**src/rtl/cpu_control.sv**
```systemverilog
// -----------------------------------------------------------------------------
// cpu_control -- multicycle sequencer for the accumulator CPU.
//
// Each instruction is two bytes (opcode, operand) in program memory. The
// sequencer fetches both bytes, presents the latched opcode to the external
// decoder and then steps the datapath. A step can be a data memory read, an
// accumulator/flag load, a store or a jump.
//
// Ports:
//   clk, rst_n          clock (rising edge), asynchronous active-low reset
//   _iRun               1 = execute, 0 = pause at the next instruction boundary
//   _iProgData          program memory data, one cycle after _oProgAddr
//   _iDecode*           decoder results for _oInst (op, legal, imm, carry, ALU)
//   _iFlagZ/C/N         registered ALU flags, sampled in DECODE
//   _oProgAddr          program memory address
//   _oInst, _oOperand   latched opcode and operand
//   _oDataRE, _oDataWE  data memory read/write strobes, address = _oOperand
//   _oAccLoad           accumulator load pulse
//   _oFlagsLoad         flag register load pulse
//   _oAluSrcImm         ALU B source: 1 = _oOperand, 0 = data memory
//   _oUseCarry          ALU carry-in enable
//   _oHalted            sticky, set when an illegal opcode is executed
//
// All outputs are decoded from registered state only.
// -----------------------------------------------------------------------------
package cpu_control_pkg;
    typedef enum logic [3:0] {
        OP_NOP, OP_LOAD, OP_STORE, OP_STOREI,
        OP_ADD, OP_ADC, OP_SUB, OP_SBC, OP_AND, OP_OR, OP_XOR,
        OP_JUMP, OP_JZ, OP_JC, OP_JN
    } Operation;
endpackage

module cpu_control
    import cpu_control_pkg::*;
#(
    parameter int                  PC_WIDTH = 8,
    parameter logic [PC_WIDTH-1:0] RESET_PC = '0
) (
    input  logic                clk,
    input  logic                rst_n,
    input  logic                _iRun,
    input  logic [7:0]          _iProgData,
    input  Operation            _iDecodeOp,
    input  logic                _iDecodeValid,
    input  logic                _iDecodeImm,
    input  logic                _iDecodeCarry,
    input  logic                _iDecodeALU,
    input  logic                _iFlagZ,
    input  logic                _iFlagC,
    input  logic                _iFlagN,
    output logic [PC_WIDTH-1:0] _oProgAddr,
    output logic [7:0]          _oInst,
    output logic [7:0]          _oOperand,
    output logic                _oDataRE,
    output logic                _oDataWE,
    output logic                _oAccLoad,
    output logic                _oFlagsLoad,
    output logic                _oAluSrcImm,
    output logic                _oUseCarry,
    output logic                _oHalted
);

    typedef enum logic [2:0] {
        S_IDLE, S_FETCH_OP, S_FETCH_ARG, S_DECODE, S_MEM, S_EXEC, S_HALT
    } state_t;

    state_t                state_q, state_d;
    logic [PC_WIDTH-1:0]   pc_q, pc_d;
    logic [7:0]            inst_q, inst_d;
    logic [7:0]            operand_q, operand_d;
    // Instruction class and ALU controls captured in DECODE for use in EXEC.
    logic                  is_load_q, is_load_d;
    logic                  is_store_q, is_store_d;
    logic                  is_alu_q, is_alu_d;
    logic                  imm_q, imm_d;
    logic                  carry_q, carry_d;

    logic                  is_jump;
    logic                  jump_taken;

    // The 8-bit operand is zero-extended or truncated to the PC width.
    function automatic logic [PC_WIDTH-1:0] jump_target(input logic [7:0] arg);
        logic [PC_WIDTH+7:0] wide;
        wide = {{PC_WIDTH{1'b0}}, arg};
        return wide[PC_WIDTH-1:0];
    endfunction

    always_comb begin
        is_jump    = 1'b1;
        jump_taken = 1'b0;
        case (_iDecodeOp)
            OP_JUMP: jump_taken = 1'b1;
            OP_JZ:   jump_taken = _iFlagZ;
            OP_JC:   jump_taken = _iFlagC;
            OP_JN:   jump_taken = _iFlagN;
            default: is_jump    = 1'b0;
        endcase
    end

    always_comb begin
        state_d     = state_q;
        pc_d        = pc_q;
        inst_d      = inst_q;
        operand_d   = operand_q;
        is_load_d   = is_load_q;
        is_store_d  = is_store_q;
        is_alu_d    = is_alu_q;
        imm_d       = imm_q;
        carry_d     = carry_q;

        _oProgAddr  = pc_q;
        _oDataRE    = 1'b0;
        _oDataWE    = 1'b0;
        _oAccLoad   = 1'b0;
        _oFlagsLoad = 1'b0;
        _oAluSrcImm = 1'b0;
        _oUseCarry  = 1'b0;
        _oHalted    = 1'b0;

        case (state_q)
            S_IDLE: begin
                if (_iRun) state_d = S_FETCH_OP;
            end
            S_FETCH_OP: begin
                state_d = S_FETCH_ARG;
            end
            S_FETCH_ARG: begin
                // PC+1 wraps modulo 2**PC_WIDTH, so the last byte's operand comes from 0.
                _oProgAddr = pc_q + PC_WIDTH'(1);
                inst_d     = _iProgData;
                state_d    = S_DECODE;
            end
            S_DECODE: begin
                operand_d  = _iProgData;
                is_load_d  = (_iDecodeOp == OP_LOAD);
                is_store_d = (_iDecodeOp == OP_STORE) || (_iDecodeOp == OP_STOREI);
                is_alu_d   = _iDecodeALU;
                imm_d      = _iDecodeImm;
                carry_d    = _iDecodeCarry;
                if (!_iDecodeValid) begin
                    state_d = S_HALT;
                end else if (is_jump) begin
                    pc_d    = jump_taken ? jump_target(_iProgData) : pc_q + PC_WIDTH'(2);
                    state_d = _iRun ? S_FETCH_OP : S_IDLE;
                end else begin
                    pc_d = pc_q + PC_WIDTH'(2);
                    if (is_store_d)
                        state_d = S_EXEC;
                    else if ((_iDecodeALU || is_load_d) && _iDecodeImm)
                        state_d = S_EXEC;
                    else
                        state_d = S_MEM;
                end
            end
            S_MEM: begin
                _oDataRE = 1'b1;
                state_d  = S_EXEC;
            end
            S_EXEC: begin
                _oDataWE    = is_store_q;
                _oAccLoad   = !is_store_q && (is_alu_q || is_load_q);
                _oFlagsLoad = !is_store_q && is_alu_q;
                _oAluSrcImm = imm_q;
                _oUseCarry  = carry_q;
                state_d     = _iRun ? S_FETCH_OP : S_IDLE;
            end
            S_HALT: begin
                _oHalted = 1'b1;
            end
            default: begin
                state_d = S_IDLE;
            end
        endcase
    end

    assign _oInst    = inst_q;
    assign _oOperand = operand_q;

    always_ff @(posedge clk or negedge rst_n) begin
        if (!rst_n) begin
            state_q    <= S_IDLE;
            pc_q       <= RESET_PC;
            inst_q     <= '0;
            operand_q  <= '0;
            is_load_q  <= 1'b0;
            is_store_q <= 1'b0;
            is_alu_q   <= 1'b0;
            imm_q      <= 1'b0;
            carry_q    <= 1'b0;
        end else begin
            state_q    <= state_d;
            pc_q       <= pc_d;
            inst_q     <= inst_d;
            operand_q  <= operand_d;
            is_load_q  <= is_load_d;
            is_store_q <= is_store_d;
            is_alu_q   <= is_alu_d;
            imm_q      <= imm_d;
            carry_q    <= carry_d;
        end
    end

endmodule

```
**config.mk**
```make
export PLATFORM = sky130hd
export DESIGN_NAME = cpu_control
export DESIGN_NICKNAME = d
export VERILOG_FILES = /design/src/rtl/cpu_control.sv
export SDC_FILE = /design/constraint.sdc
export NUM_CORES = 1
export LEC_CHECK = 0
export CAP_MARGIN = 20
export CORE_MARGIN = 3
export CORE_UTILIZATION = 39
export CTS_BUF_LIST = sky130_fd_sc_hd__clkbuf_8 sky130_fd_sc_hd__clkbuf_16
export DETAILED_ROUTE_END_ITERATION = 7
export HOLD_SLACK_MARGIN = 0.02
export PLACE_DENSITY_LB_ADDON = 0.12
export SLEW_MARGIN = 20
export SYNTH_ARGS = -nofsm -noshare
export SYNTH_HDL_FRONTEND = slang
export SYNTH_SLANG_ARGS = --single-unit
```
**constraint.sdc**
```tcl
create_clock -name clk -period 2.33 [get_ports clk]
set_input_delay 0.466 -clock clk [delete_from_list [all_inputs] [get_ports clk]]
set_output_delay 0.466 -clock clk [all_outputs]
set_load 0.05 [all_outputs]
```
* Word-level counts from Yosys, hierarchy flattened
Cells that the tools add are included.
W data, S select, Z words.
** Storage, ports and cells
- Register bits :: 32
- Input port bits :: 22
- Output and inout bits :: 31
- Word-level logic and storage cells :: 56
** Cells by class
- Add/sub/neg operators :: 2
- Equal/unequal tests :: 14
- Mux-type cells :: 19
- Bitwise operators :: 1
- Reduce and logical (&&, ||, !) cells :: 11
** Operator list (number)
- $mux W8 :: 3
- $pmux W3 S7 :: 1
- $eq A4 B4 Y1 const B :: 4
- $mux W1 :: 11
- $eq A3 B3 Y1 const B :: 3
- $mux W3 :: 3
- $add A8 B1 Y8 const B :: 1
- $add A8 B2 Y8 const B :: 1
- $eq A4 B2 Y1 const B :: 2
- $eq A3 B2 Y1 const B :: 2
- $eq A4 B1 Y1 const B :: 1
- $pmux W1 S4 :: 1
- $reduce_and A2 Y1 :: 2
- $reduce_or A4 Y1 :: 1
- $eq A3 B1 Y1 const B :: 1
- $logic_and A1 B1 Y1 :: 3
- $logic_not A3 Y1 :: 1
- $logic_or A1 B1 Y1 :: 3
- $ne A2 B2 Y1 const B :: 1
- $logic_not A1 Y1 :: 1
- $not A1 Y1 :: 1

* Longest topological paths before layout
- Depth after elaboration :: 8
- Mapped depth :: 7

* Worst setup path before layout
No wires, ideal clock.
- Kind :: flip-flop to output port
- From :: register state_q[1]
- To :: output _oProgAddr[5]
- Arrival :: 2.012 ns
- Path slack :: -0.148 ns
- Stages on the path, launching flop included :: 7
- Cell sequence :: dfrtp_1 -> buf_2 -> inv_1 -> nor3_2 -> buf_4 -> nand3_1 -> xnor2_1
** On the way
- Longest elaborated chain between the ends :: 2
** RTL lines
- from (decl) :: line 68 : state_t state_q, state_d;
- from (signal assigned) :: line 192 : state_q <= state_d;
- $eq A3 B2 Y1 :: line 121 : case (state_q)
- $mux W8 :: line 121
- to (decl) :: line 52 : output logic [PC_WIDTH-1:0] _oProgAddr,
Every way passes these cells.

* Worst setup path after layout
- From :: register pc_q[1]
- To :: output _oProgAddr[7]
** On the way
- Longest elaborated chain between the ends :: 2
** RTL lines
- from (decl) :: line 69 : logic [PC_WIDTH-1:0] pc_q, pc_d;
- from (signal assigned) :: line 193 : pc_q <= pc_d;
- $add A8 B1 Y8 :: line 130 : _oProgAddr = pc_q + PC_WIDTH'(1);
- $mux W8 :: line 121
Every way passes these cells.

==> results.md <==
- First-pass GRT wire length: 7020 um
- I/O Buffers: 52
- Critical Path Start Type: flip-flop
- Met2 GRT Util: 0.278
- Final wirelength: 4190 um
- Slew headroom: 0.663
- Clk sink count: 32
- Run status: finished clean
- Reg area: 805 um2
- Crit path max fanout: 5
- Clock skew: 0.00608 ns
- Layout cells sized above 1: 0.321
- Final GP Congestion: 0.883
- DRT iter0 DRCs: 67
- Worst EP required: 1.86 ns
- Core ar.: 4120 um2
- Diode count: 0
- Unique masters post-synth: 40
- Min-Delay Path Class: reg2reg
- Area leader, netlist: dfrtp_1
- H-tree levels: 2
- Setup TNS: 0 ns
- Antenna Violating Nets Remaining: 0
- Full die area: 5220 um2
- IO Count: 53
- Clk root buf: clkbuf_8
- Power per cell area: 1580 nW/um2
- Post-synth EDFFs: 0
- Slew Viols, Final: 0
- Peak VDD IR: 0.815 mV
- Power, Total: 4050 uW
- GRT met3 Usage: 0.0485
- Avg Synthesized Cell Area: 10.6 um2
- Residual DRC: 0
- Clock buffer depth: 2
- Largest net degree at the start of global routing: 33
- WP data arrival: 1.76 ns
- Hpwl dp: 3030 um
- CTS Buf Count: 5
- Row cnt: 23
- Fin. Hold Viols: 0
- Post-synthesis cell area: 1710 um2
- FILL cells: 345
- Crit Path Class: reg2out
- Multi-input gate area: 925 um2
- Initial Utilization: 0.416
- Leakage: 0.00112 uW
- Ys Warns: 0
- Final Cycle Share: 0.955
- Avg Vias per Cell: 5.21
- DRT Pass-1 Iters: 4
- Slew @ Worst Pin: 0.504 ns
- Max Fclk: 450 MHz
- RSZ-0062 raised after global routing: false
- Primary FF master, synth: dfrtp_1
- Min Clock Period, post-route: 2.22 ns
- Most Used Layer, Global Route: met2
- WL/cell: 15.3 um
- Synthesized Nets: 186
- Synthesis-to-finish area growth: 49.7%
- Post-synthesis sequential area ratio: 0.467
- Maxcap violations: 0
- Grt total ovfl: 0
- Final setup vio count: 0
- CP endpoint kind: primary output
- GRT Overall Usage: 0.172
- Chip width: 72.3 um
- Skew-Pair Late Insertion Delay: 0.28 ns
- Routing usage on met1: 0.223
- Initial antenna violation count: 0
- Number of synthesized register bits: 32
- Via count: 1,427
- Die Span Y: 72.3 um
- Gate Count Post-Synth: 162
- Clock-pin slew on the worst setup and hold paths: 0.06 ns
- Synth top area cells: dfrtp_1, mux2_2, nand2_1, xnor2_1, o21ai_0
- Synth async-reset ratio: 1.00
- Vias in the first global route: 1,493
- NumNets Final: 248
- TritonCTS clock tree: built
- Top-area cell type share of the netlist area: 0.467
## layout make-up
class                           instances  area share
Timing Repair Buffer                   64       0.259
Clock buffer                            7      0.0376
Multi-Input combinational cell        118       0.361
Sequential cell                        32       0.314
Inverter                                3     0.00439
Tap cell                               50      0.0244
## cell usage after synthesis, types with 2 or more instances
cell,count
xnor2_1,6
mux2_2,20
inv_1,3
and2_1,3
and3_1,5
nand2_1,15
xor2_1,2
nand2b_1,3
nand3_1,7
dfrtp_1,32
buf_6,2
nor3_1,3
nand4b_1,2
ha_1,2
o21ai_0,9
buf_2,4
a22oi_1,2
mux2i_1,3
nor2_1,8
nand4_1,3
nand3b_1,3
a21oi_1,6
clkbuf_1,2
## path summary, 6_finish.rpt
path / start / end / slack (ns) / depth (start not counted)
max: pc_q[1] / _oProgAddr[7] / 0.11 / 6
min: carry_q / carry_q / 0.50 / 1
max reg2reg: state_q[2] / _oOperand[7] / 0.76 / 3
min reg2reg: carry_q / carry_q / 0.50 / 1
max in group asynchronous: rst_n / pc_q[1] / 1.41 / 2
min in group asynchronous: rst_n / is_alu_q / 0.59 / 2
## worst max-delay path: stages, from the launching register on
cell,delay (ns)
dfrtp_2,0.42
ha_4,0.16
and3_4,0.20
and3_1,0.21
nand3_2,0.11
xnor2_2,0.22
buf_12,0.16
## power by group
group	internal [uW]	switching, uW	total, uW
clock network	263	186	449
registers	840	272	1110
logic	1090	1400	2490
## sequential cells by signal, summed over array words and instances, names as in the netlist
signal,flops
_oOperand,8
imm_q,1
is_load_q,1
state_q,3
is_store_q,1
carry_q,1
_oInst,8
is_alu_q,1
pc_q,8
## placed cells by master, fill, tap and decap left out, types with 2 or more instances in the layout
cell,instances
inv_1,3
and2_1,3
nor2_1,7
o21ai_0,9
mux2i_1,3
nand3_1,6
buf_12,7
nand4_1,3
dfrtp_1,29
and3_1,4
a21oi_1,6
clkbuf_8,7
buf_4,19
a22oi_1,2
nor3_1,3
clkdlybuf4s50_1,37
xnor2_2,5
mux2_2,20
nand4b_1,2
nand2_1,15
nand3b_1,3
nand2b_1,3
dfrtp_2,3
## logic make-up (layout without fill, tap and decap cells)
kind of cell | after synthesis | after routing | share of synthesized area
simple gates | 60 | 60 | 0.191
flops | 32 | 32 | 0.467
compound gates | 25 | 25 | 0.0972
mux | 23 | 23 | 0.149
buf+inv | 12 | 74 | 0.0402
xor+xnor | 8 | 8 | 0.0409
fa+ha+maj | 2 | 2 | 0.0146
## metrics by stage
step | cells | util | setup slack (ns) | cell area, um2 | hold slack, ns
floorplan | 162 | - | 0.0111 | 1760 | 0.170
global placement | 261 | 0.579 | 0.188 | 2380 | 0.476
detailed placement | 261 | 0.579 | 0.110 | 2380 | 0.488
CTS | 269 | 0.607 | 0.0125 | 2500 | 0.503
global route | 274 | 0.623 | 0.00525 | 2560 | 0.518
finish | 274 | 0.623 | 0.106 | 2560 | 0.501
## what timing repair did
action | in CTS | in global routing
setup endpoints to repair | 5 | 7
buffers inserted | 1 | 5
resized for setup | 6 | 4
pin swaps | 1 | 2
hold buffers | 0 | 0
## layer usage
| metal | part of all wire | up-vias | wire, um |
|---|---|---|---|
| met5 | 0 | - | 0 |
| met4 | 0.0074 | 0 | 31 |
| met3 | 0.054 | 4 | 225 |
| met2 | 0.50 | 38 | 2100 |
| met1 | 0.44 | 685 | 1840 |
| li1 | - | 700 | - |
No activity file was read; power rests on OpenSTA's default activity.
